===== src/rtl/uart_rx_fifo.sv =====
// UART receiver with majority-vote oversampling, optional parity, and a
// first-word fall-through receive FIFO with sticky overrun.
module uart_rx_fifo #(
    parameter int DATA_BITS  = 8,
    parameter int CLOCK_FREQ = 50000000,
    parameter int BAUD_RATE  = 9600,
    parameter int OVERSAMPLE = 16,
    parameter int PARITY     = 0,
    parameter int FIFO_DEPTH = 8
) (
    input  logic                          clk,
    input  logic                          rst,
    input  logic                          rx,
    output logic                          m_valid,
    input  logic                          m_ready,
    output logic [DATA_BITS-1:0]          m_data,
    output logic [$clog2(FIFO_DEPTH):0]   count,
    output logic                          frame_err,
    output logic                          parity_err,
    output logic                          overrun,
    input  logic                          clr_err
);
    localparam int TICK_DIV = CLOCK_FREQ / (BAUD_RATE * OVERSAMPLE);
    localparam int DIV_W    = (TICK_DIV > 1) ? $clog2(TICK_DIV) : 1;
    localparam int CNT_W    = $clog2(OVERSAMPLE);
    localparam int BIT_W    = (DATA_BITS > 1) ? $clog2(DATA_BITS) : 1;
    localparam int AW       = $clog2(FIFO_DEPTH);

    localparam logic [CNT_W-1:0] SMP_LO  = CNT_W'(OVERSAMPLE/2 - 1);
    localparam logic [CNT_W-1:0] SMP_MID = CNT_W'(OVERSAMPLE/2);
    localparam logic [CNT_W-1:0] SMP_HI  = CNT_W'(OVERSAMPLE/2 + 1);
    localparam logic [CNT_W-1:0] SMP_TOP = CNT_W'(OVERSAMPLE - 1);

    typedef enum logic [2:0] {S_IDLE, S_START, S_DATA, S_PAR, S_STOP} state_t;

    logic sync1_q, sync2_q, sync1_d, sync2_d, rx_s;
    logic [DIV_W-1:0] div_q, div_d;
    logic tick;

    always_comb begin
        sync1_d = rx;
        sync2_d = sync1_q;
        rx_s    = sync2_q;
        tick    = (div_q == DIV_W'(TICK_DIV - 1));
        div_d   = tick ? '0 : div_q + 1'b1;
    end

    always_ff @(posedge clk) begin
        if (rst) begin
            sync1_q <= 1'b1;
            sync2_q <= 1'b1;
            div_q   <= '0;
        end else begin
            sync1_q <= sync1_d;
            sync2_q <= sync2_d;
            div_q   <= div_d;
        end
    end

    state_t                 state_q;
    logic [CNT_W-1:0]       cnt_q, cnt_nx;
    logic [1:0]             ones_q;
    logic                   bit_q, par_q, push_q, frame_err_q, parity_err_q;
    logic [BIT_W-1:0]       idx_q;
    logic [DATA_BITS-1:0]   shreg_q;
    logic                   wrap, vote, par_fail;

    // The detecting tick is sample 0, so each tick's sample index is the
    // incremented counter value; this keeps the vote window centred.
    always_comb begin
        cnt_nx   = (cnt_q == SMP_TOP) ? '0 : cnt_q + 1'b1;
        wrap     = (cnt_nx == '0);
        vote     = (ones_q == 2'd2) || ((ones_q == 2'd1) && rx_s);
        par_fail = (PARITY != 0) && (((^shreg_q) ^ par_q) != (PARITY == 1));
    end

    always_ff @(posedge clk) begin
        if (rst) begin
            state_q      <= S_IDLE;
            cnt_q        <= '0;
            ones_q       <= '0;
            bit_q        <= 1'b0;
            idx_q        <= '0;
            shreg_q      <= '0;
            par_q        <= 1'b0;
            push_q       <= 1'b0;
            frame_err_q  <= 1'b0;
            parity_err_q <= 1'b0;
        end else begin
            push_q       <= 1'b0;
            frame_err_q  <= 1'b0;
            parity_err_q <= 1'b0;
            if (tick && state_q == S_IDLE) begin
                if (!rx_s) begin
                    state_q <= S_START;
                    cnt_q   <= '0;
                end
            end else if (tick) begin
                cnt_q <= cnt_nx;
                if (cnt_nx == SMP_LO)  ones_q <= {1'b0, rx_s};
                if (cnt_nx == SMP_MID) ones_q <= ones_q + {1'b0, rx_s};
                if (cnt_nx == SMP_HI)  bit_q  <= vote;
                case (state_q)
                    S_START: begin
                        if (cnt_nx == SMP_HI && vote) state_q <= S_IDLE;
                        else if (wrap) begin
                            state_q <= S_DATA;
                            idx_q   <= '0;
                        end
                    end
                    S_DATA: begin
                        if (wrap) begin
                            shreg_q <= {bit_q, shreg_q[DATA_BITS-1:1]};
                            if (idx_q == BIT_W'(DATA_BITS - 1))
                                state_q <= (PARITY != 0) ? S_PAR : S_STOP;
                            else
                                idx_q <= idx_q + 1'b1;
                        end
                    end
                    S_PAR: begin
                        if (wrap) begin
                            par_q   <= bit_q;
                            state_q <= S_STOP;
                        end
                    end
                    S_STOP: begin
                        // Leave mid-stop-bit so an early next start edge is caught.
                        if (cnt_nx == SMP_HI) begin
                            frame_err_q  <= !vote;
                            parity_err_q <= par_fail;
                            push_q       <= vote && !par_fail;
                            state_q      <= S_IDLE;
                        end
                    end
                    default: state_q <= S_IDLE;
                endcase
            end
        end
    end

    logic [DATA_BITS-1:0] mem_q [FIFO_DEPTH];
    logic [AW:0]          wr_q, wr_d, rd_q, rd_d;
    logic                 ovr_q, ovr_d, full, pop, wr_en;

    always_comb begin
        count   = wr_q - rd_q;
        m_valid = (count != '0);
        full    = (count == (AW+1)'(FIFO_DEPTH));
        pop     = m_valid && m_ready;
        wr_en   = push_q && (!full || pop);
        wr_d    = wr_q + (AW+1)'(wr_en);
        rd_d    = rd_q + (AW+1)'(pop);
        ovr_d   = (ovr_q && !clr_err) || (push_q && full && !pop);
        m_data  = m_valid ? mem_q[rd_q[AW-1:0]] : '0;
    end

    always_ff @(posedge clk) begin
        if (wr_en) mem_q[wr_q[AW-1:0]] <= shreg_q;
    end

    always_ff @(posedge clk) begin
        if (rst) begin
            wr_q  <= '0;
            rd_q  <= '0;
            ovr_q <= 1'b0;
        end else begin
            wr_q  <= wr_d;
            rd_q  <= rd_d;
            ovr_q <= ovr_d;
        end
    end

    assign frame_err  = frame_err_q;
    assign parity_err = parity_err_q;
    assign overrun    = ovr_q;
endmodule


===== config.mk =====
export PLATFORM = sky130hd
export DESIGN_NAME = uart_rx_fifo
export DESIGN_NICKNAME = d
export VERILOG_FILES = /design/src/rtl/uart_rx_fifo.sv
export SDC_FILE = /design/constraint.sdc
export NUM_CORES = 1
export LEC_CHECK = 0
export BUFFER_PORTS_ARGS = -buffer_cell sky130_fd_sc_hd__clkbuf_2
export CORE_MARGIN = 2
export CORE_UTILIZATION = 35
export DETAILED_ROUTE_END_ITERATION = 16
export PLACE_DENSITY_LB_ADDON = 0.05
export SYNTH_ARGS = -nofsm -noshare
export SYNTH_HDL_FRONTEND = slang
export SYNTH_SLANG_ARGS = --single-unit

===== constraint.sdc =====
create_clock -name clk -period 3.9 [get_ports clk]
set_clock_uncertainty 0.2 [all_clocks]
set_input_delay 0.78 -clock clk [delete_from_list [all_inputs] [get_ports clk]]
set_output_delay 0.78 -clock clk [all_outputs]
set_load 0.05 [all_outputs]

# Word level (Yosys, flattened, before mapping)
# Memory sizes are Yosys's and may differ from the RTL's. A register that Yosys moved wholly into a read port is not among the register bits.
# Cells that the tools add are included.
op_classes:
  n_addsub: 7
  eq_ne: 23
  muxes: 25
  n_bitwise: 4
  n_reduce_logical: 29
op_table:
  columns: ["operator", "count"]
  rows:
  - ["$mux 3", 14]
  - ["$eq 4x4->1 const B", 4]
  - ["$mux 4", 4]
  - ["$reduce_and 7->1", 2]
  - ["$ne 3x3->1 const B", 4]
  - ["$pmux 3 s4", 1]
  - ["$ne 2x2->1 const B", 5]
  - ["$add 9x1->9 const B", 1]
  - ["$eq 9x9->1 const B", 1]
  - ["$add 4x1->4", 2]
  - ["$logic_and 1x1->1", 8]
  - ["$mux 8", 1]
  - ["$eq 3x2->1 const B", 2]
  - ["$eq 3x3->1 const B", 2]
  - ["$pmux 3 s2", 1]
  - ["$reduce_and 3->1", 2]
  - ["$reduce_bool 2->1", 3]
  - ["$reduce_or 5->1", 1]
  - ["$add 4x1->4 const B", 1]
  - ["$eq 4x3->1 const B", 1]
  - ["$logic_not 1->1", 4]
  - ["$logic_not 4->1", 1]
  - ["$mux 2", 2]
  - ["$ne 4x4->1 const B", 1]
  - ["14 further kinds", 20]
totals:
  reg_bits: 43
  ram_bits: 64
  out_inout_bits: 16
  mem_count: 1
memory_table:
  columns: ["name", "words", "word_bits", "read_ports", "rd_ports_with_merged_regs", "wr", "line", "source"]
  rows:
  - ["mem_q", 8, 8, 1, 1, 1, "141", "logic [DATA_BITS-1:0] mem_q [FIFO_DEPTH];"]

# Depth between registers and ports, before layout
# Gate-level depths: netlist of the first run.
depth:
  word_depth: 8
  ltp_mapped: 13
  mapped_depth_nobuf: 11

# Worst setup path before layout of the first run
# No wires, ideal clock.
synth_path:
  path_kind: "flip-flop to flip-flop"
  from: "register rd_q[1]"
  to: "memory mem_q[4][0], enable pin"
  arrival_ns: 3.874
  required_ns: 3.305
  slack_ns: -0.569
  path_stages_with_launch: 9
  path_buffers: 2
  period_less_slack_ns: 4.469
  path_cell_list: "dfxtp_1 -> clkbuf_1 -> clkbuf_1 -> inv_1 -> fa_1 -> xor2_1 -> nor4_1 -> a31oi_1 -> nor4bb_1"
synth_between:
  elab_chain_cells: 7
  elab_cells_between_ends: 9
  cone_classes: "1 x add/sub; 1 x eq/ne; 2 x mux; 5 x reduce/logical"
synth_rtl:
  columns: ["element", "line", "source"]
  rows:
  - ["start, declared", "142", "logic [AW:0] wr_q, wr_d, rd_q, rd_d;"]
  - ["start signal, assigned", "168", "rd_q <= rd_d;"]
  - ["$sub 4x4->4 (*)", "146", "count = wr_q - rd_q;"]
  - ["named net count[2]", "17", "output logic [$clog2(FIFO_DEPTH):0] count,"]
  - ["$eq 4x4->1 / $reduce_bool 4->1 (equally long branches)", "148, 147", null]
  - ["$logic_not 1->1 / $logic_and 1x1->1 (equally long branches)", "150, 149", null]
  - ["$logic_or 1x1->1 (*)", "150", "wr_en = push_q && (!full || pop);"]
  - ["$logic_and 1x1->1 (*)", "150", null]
  - ["$mux 1 (*)", "158", "if (wr_en) mem_q[wr_q[AW-1:0]] <= shreg_q;"]
  - ["$mux 1 (not written as such) (*)", "158", null]
  - ["end, declared", "141", null]
# Mark *: on every way through the listed nets, which the timed path passes. The rest lies on a longest branch.

# Worst setup path in the final report of the first run
layout_path:
  from: "register wr_q[1]"
  to: "output m_data[5]"
layout_between:
  elab_chain_cells: 3
layout_rtl:
  columns: ["element", "line", "source"]
  rows:
  - ["start, declared", "142", null]
  - ["start signal, assigned", "167", "wr_q <= wr_d;"]
  - ["$sub 4x4->4", "146", null]
  - ["$reduce_bool 4->1", "147", "m_valid = (count != '0);"]
  - ["$mux 8", "154", "m_data = m_valid ? mem_q[rd_q[AW-1:0]] : '0;"]
  - ["end, declared", "16", "output logic [DATA_BITS-1:0] m_data,"]
# No other way between the ends.

==> results.tsv, run 1 <==
metric	value	unit
maxSlewViolCount	0	
clock-sinks	107	
fin_setup_tns	0	ns
synth_common_cells	edfxtp_1, dfxtp_1, nand2_1, nor2_1, a21oi_1	
cpPeakStageDelay	0.51	ns
root_buffer	clkbuf_16	
dieArea	14300	sq um
yosysTopAreaCellShare	41.09	%
crit_cells	8	
criticalPathCategory	reg -> out	
internal-power	1.898	mW
place_area	5046	sq um
syn_inst	362	
final_antenna_net_count	0	
coreArea	13140	sq um
initial_core_util	35.60	%
finalSetupViolations	0	
power.share.sequential	41.9	%
syn_avg_cell_area	12.92	sq um
grt_pass1_vias	2907	
synth-edff-count	64	
antenna_found_initial	0	
cts_buffer_depth	2	
num_io_pins	21	
yosysMostFrequentCell	edfxtp_1	
end_kind	primary output	
numCtsBuffers	9	
cts_tree	built	
grt_setup_unrepaired	false	
worstPathRequired	2.92	ns
crit_fanout	11	
drive_gt1_share	20.00	%
power_frac_clock	30.0	%
syn2layout_area_growth	13.80	%
grt_max_degree	33	
min_period	3.693	ns
layout.cells.non_filler	566	
cp_slowest_cell	or3b_2	
path_clk_slew	0.07	ns
synthTopCellsByArea	edfxtp_1, dfxtp_1, mux4_2	
cts.hold.buffers_added	0	
route.detailed.drc	0	
wire_per_inst	16.80	microns
grt-ovfl-total	0	
synth_seq_cells	107	
crit_family	simple AND/OR/NAND/NOR gates	
drtPass1Iterations	4	
cp.arrival	2.71	ns
holdCritPathClass	reg -> reg	
p_sw	0.9670	mW
yosysTopAreaCell	edfxtp_1	
placementRows	42	
cts_max_level	3	
p_per_area	538.2	nW/um^2
place.gp.congestion	0.7370	
vias	2739	
sw_frac_of_total	33.75	%
die_y	119.6	microns
netlist_area	4677	sq um
hold_depth	1	
outcome	finished, final reports clean	
async_flop_share	0	%
max-cap-violations	0	
grt_pass1_wl	15630	microns
antenna_cells	0	
yosys_warnings	0	
worstSkewPairLatency	0.34	ns
fmax	0.2708	GHz
reg2reg_depth	10	
fillerInstances	1286	
p_total	2.865	mW
drt_iter0_markers	188	
irDropWorstVdd	197.4	uV
ys.flop_type	edfxtp_1	
layout.area.seq	2784	sq um
worstPathCellList	ha_1 > nor2b_1 > o21a_1 > or3b_2 > a2111oi_4 > buf_4 > a21oi_2 > clkbuf_2	
timing.critical_path.buf_inv	2	
grt_util_all_layers	14.65	%
routed_wl	9506	microns
fin_area	5323	sq um
synth_nets	383	
worst_pin_slew	0.7215	ns
post-route-util	40.51	%
fin_crit_sh	94.70	%
comb_power_share	28.1	%
worstSetupStartpointType	flop	
io_buffers	19	
final_nets	406	
synth_cell_types	55	
dp_cells	550	
seq_area_frac_synth	59.50	%
multi_input_comb_area	1839	sq um
hold_viol_final	0	
slew_headroom	51.90	%
fp.dieW	119.6	microns
total_leakage_power	1.818	nW
via_per_inst	4.839	
dp.final_hpwl	6384	microns
[final timing paths]
kind / from / endpoint / slack (ns)
max reg2reg: wr_q[1]$_SDFF_PP0_ / rd_q[1]$_SDFF_PP0_ / 0.80
max: wr_q[1]$_SDFF_PP0_ / m_data[5] / 0.21
min reg2reg: sync1_q$_SDFF_PP1_ / rx_s$_SDFF_PP1_ / 0.21
min: sync1_q$_SDFF_PP1_ / rx_s$_SDFF_PP1_ / 0.21
[cell type report]
type / instances / share of cell area [%]
Inverter: 13 / 0.9168
Multi-Input combinational cell: 227 / 34.56
Timing Repair Buffer: 27 / 2.915
Clock inverter: 3 / 0.4701
Tap cell: 176 / 4.137
Clock buffer: 13 / 4.701
Sequential cell: 107 / 52.30
[cells in the final DEF, fill, tap and decap left out, drive strengths merged, types with 3 or more instances in the layout]
master,instances
edfxtp,64
dfxtp,43
clkbuf,32
nand2,31
nor2,29
a21oi,17
mux4,16
ha,15
mux2i,14
inv,13
nor2b,10
xor2,10
nor3,8
buf,8
o21ai,7
and3,5
or3,5
nand3,5
nand2b,4
or2,4
nor4bb,4
and2,3
nand4,3
xnor2,3
nor4,3
[layer usage]
metal | share of wire [%] | wire, microns | global-route usage [%]
met5 | 0 | 0 | 0
met4 | 1.9 | 176 | 6.471
met3 | 2.3 | 219 | 2.424
met2 | 52 | 4963 | 25.39
met1 | 44 | 4146 | 17.97
[power groups by stage]
stage	registers, mW	clock network [mW]	logic (mW)
after floorplan	1.23	0	0.651
after global placement	1.23	0	0.821
after detailed placement	1.23	0	0.822
after CTS	1.20	0.888	0.824
after global routing	1.20	0.933	0.859
final	1.20	0.858	0.805
[sequential cells by signal, summed over array words and instances, names as in the netlist]
signal / cells
overrun: 1
shreg_q: 8
div_q: 9
rd_q: 4
wr_q: 4
push_q: 1
mem_q: 64
idx_q: 3
rx_s: 1
ones_q: 2
cnt_q: 4
bit_q: 1
state_q: 3
sync1_q: 1
frame_err: 1
[stage by stage]
stage	worst slack, ns	hold slack [ns]
2_1_floorplan	0.09493	0.1895
3_3_place_gp	0.4446	0.1928
3_5_place_dp	0.4273	0.1950
4_1_cts	0.03078	0.2114
5_1_grt	0.05589	0.2433
6_report	0.2067	0.2104
[kinds of logic (layout without fill, tap and decap cells)]
group | count (synthesis) | after routing | share of synthesized area [%]
simple gates | 124 | 124 | 14.31
fa+ha+maj | 16 | 16 | 4.441
other cells | 1 | 1 | 0.08018
buf+inv | 28 | 56 | 2.514
compound gates | 43 | 43 | 6.019
flops | 107 | 107 | 59.50
xor+xnor | 13 | 13 | 2.434
mux | 30 | 30 | 10.70
[what timing repair did]
action,4_1_cts,5_1_grt
endpoints found under the setup margin,0,9
endpoints found under the hold margin,0,0
setup buffers,0,0
resized for setup,0,1
Power figures use the tool's default switching activity.
==> run 2: changes to the inputs <==
CELL_PAD_IN_SITES_DETAIL_PLACEMENT = 1   (was default)
CELL_PAD_IN_SITES_GLOBAL_PLACEMENT = 1   (was default)
CORE_UTILIZATION = 40   (was 35)
==> results.tsv, run 2 (synthesis gave the netlist of run 1 again) <==
metric	value	unit	change
outcome	finished, final reports clean		
holdCritPathClass	reg -> reg		
drt_iter0_markers	110		-41%
r2r-start	wr_q[1]$_SDFF_PP0_		
via_per_inst	5.325		+10%
grt_pass1_wl	16100	microns	+3.0%
slew_headroom	51.78	%	-0.12 points
finalSetupViolations	0		unchanged
dieArea	12570	sq um	-12%
antenna_found_initial	0		unchanged
irDropWorstVdd	350.2	uV	+77%
grt_max_degree	33		unchanged
drtPass1Iterations	4		unchanged
path_clk_slew	0.07	ns	about the same
fp.dieW	112.1	microns	-6.2%
dp_cells	516		-6.2%
fin_area	5285	sq um	-0.71%
hold_viol_final	0		unchanged
min_period	3.715	ns	+0.02125 ns
vias	2833		+3.4%
dp.final_hpwl	6560	microns	+2.8%
routed_wl	9369	microns	-1.4%
post-route-util	46.29	%	+5.8 points
placementRows	39		-7.1%
wire_per_inst	17.61	microns	+4.9%
fin_setup_tns	0	ns	unchanged
place.gp.congestion	0.6893		-6.5%
num_io_pins	21		unchanged
cts_max_level	3		unchanged
fmax	0.2692	GHz	-0.57%
grt_setup_unrepaired	false		
largest_register_ffs	64		unchanged
io_buffers	19		unchanged
end_kind	primary output		
coreArea	11420	sq um	-13%
grt-ovfl-total	0		unchanged
worstSetupStartpointType	flop		
total_leakage_power	1.826	nW	+0.39%
grt_util_all_layers	16.34	%	+1.7 points
hp-start	sync1_q$_SDFF_PP1_		
criticalPathCategory	reg -> out		
initial_core_util	40.96	%	+5.4 points
place_area	4997	sq um	-0.97%
syn2layout_area_growth	13.00	%	
worstPathRequired	2.92	ns	about the same
grt_pass1_vias	3062		+5.3%
route.detailed.drc	0		unchanged
worst_pin_slew	0.7234	ns	+0.001850 ns
cp-startpoint	wr_q[1]$_SDFF_PP0_		
cts_setup_buffers	0		unchanged
crit_fanout	11		unchanged
worstSkewPairLatency	0.35	ns	about the same
clock-sinks	107		unchanged
fin_crit_sh	95.24	%	+0.54 points
final_common_cell	edfxtp_1		
antenna_cells	0		unchanged
die_y	112.1	microns	-6.2%
drive_gt1_share	20.57	%	+0.57 points
numCtsBuffers	9		unchanged
final_cell_mix	edfxtp_1, dfxtp_1, nand2_1, nor2_1, clkbuf_2		
final_nets	405		-0.25%
layout.cells.non_filler	532		-6.0%
max-cap-violations	0		unchanged
cts_buffer_depth	2		unchanged
cp.arrival	2.73	ns	+0.02 ns
p_per_area	545.1	nW/um^2	+1.3%
maxSlewViolCount	0		unchanged
final_antenna_net_count	0		unchanged
cts_tree	built		
root_buffer	clkbuf_16		
[run 2: path summary, 6_finish.rpt]
check	cells after the start	endpoint	slack, ns
hold / removal	1	rx_s$_SDFF_PP1_	0.22
setup reg to reg	6	mem_q[1][7]$_DFFE_PP_	0.66
setup / recovery	8	m_data[3]	0.19
hold reg to reg	1	rx_s$_SDFF_PP1_	0.22
[run 2: power breakdown]
part	leakage (nW)	internal [mW]	switching [mW]
Sequential	0.941	1.19	0.00916
Combinational	0.742	0.250	0.558
Clock	0.143	0.443	0.428
[run 2: timing repair]
| item | 4_1_cts | 5_1_grt |
|---|---|---|
| hold buffers | 0 | 0 |
| endpoints found under the setup margin | 3 | 0 |
| resized for setup | 1 | 0 |
[run 2: worst max-delay path: stages, from the launching register on]
cell	delay, ns
dfxtp_2	0.45
ha_1	0.26
nor2b_1	0.13
o21a_1	0.17
or3b_2	0.51
a2111oi_4	0.31
buf_4	0.27
a21oi_2	0.04
clkbuf_2	0.23
[run 2: cell type report]
type | instances | area (sq um)
clock inverters | 7 | 61.31
well taps | 143 | 178.9
inverters | 13 | 48.80
clock buffers | 9 | 225.2
multi-input cells | 227 | 1839
flip-flops and latches | 107 | 2784
repair buffers | 26 | 147.6
fillers | 1183 | 6133
[run 2: per-stage QoR]
stage | setup WS [ns] | total power [mW] | hold WS (ns)
after floorplan | 0.09493 | 1.876 | 0.1895
after global placement | 0.4681 | 2.037 | 0.1922
after detailed placement | 0.3958 | 2.051 | 0.2065
after CTS | 0.1418 | 2.927 | 0.2257
after global routing | 0.009518 | 3.024 | 0.2508
final | 0.1855 | 2.881 | 0.2179
[run 2: routing by layer]
metal  global-route usage [%]  vias up  share of wire (%)
li1                         -     1375                  -
met1                    21.58     1425                 47
met2                    26.51       20                 49
met3                    2.592       13                1.5
met4                    7.805        0                2.1
met5                        0        -                  0
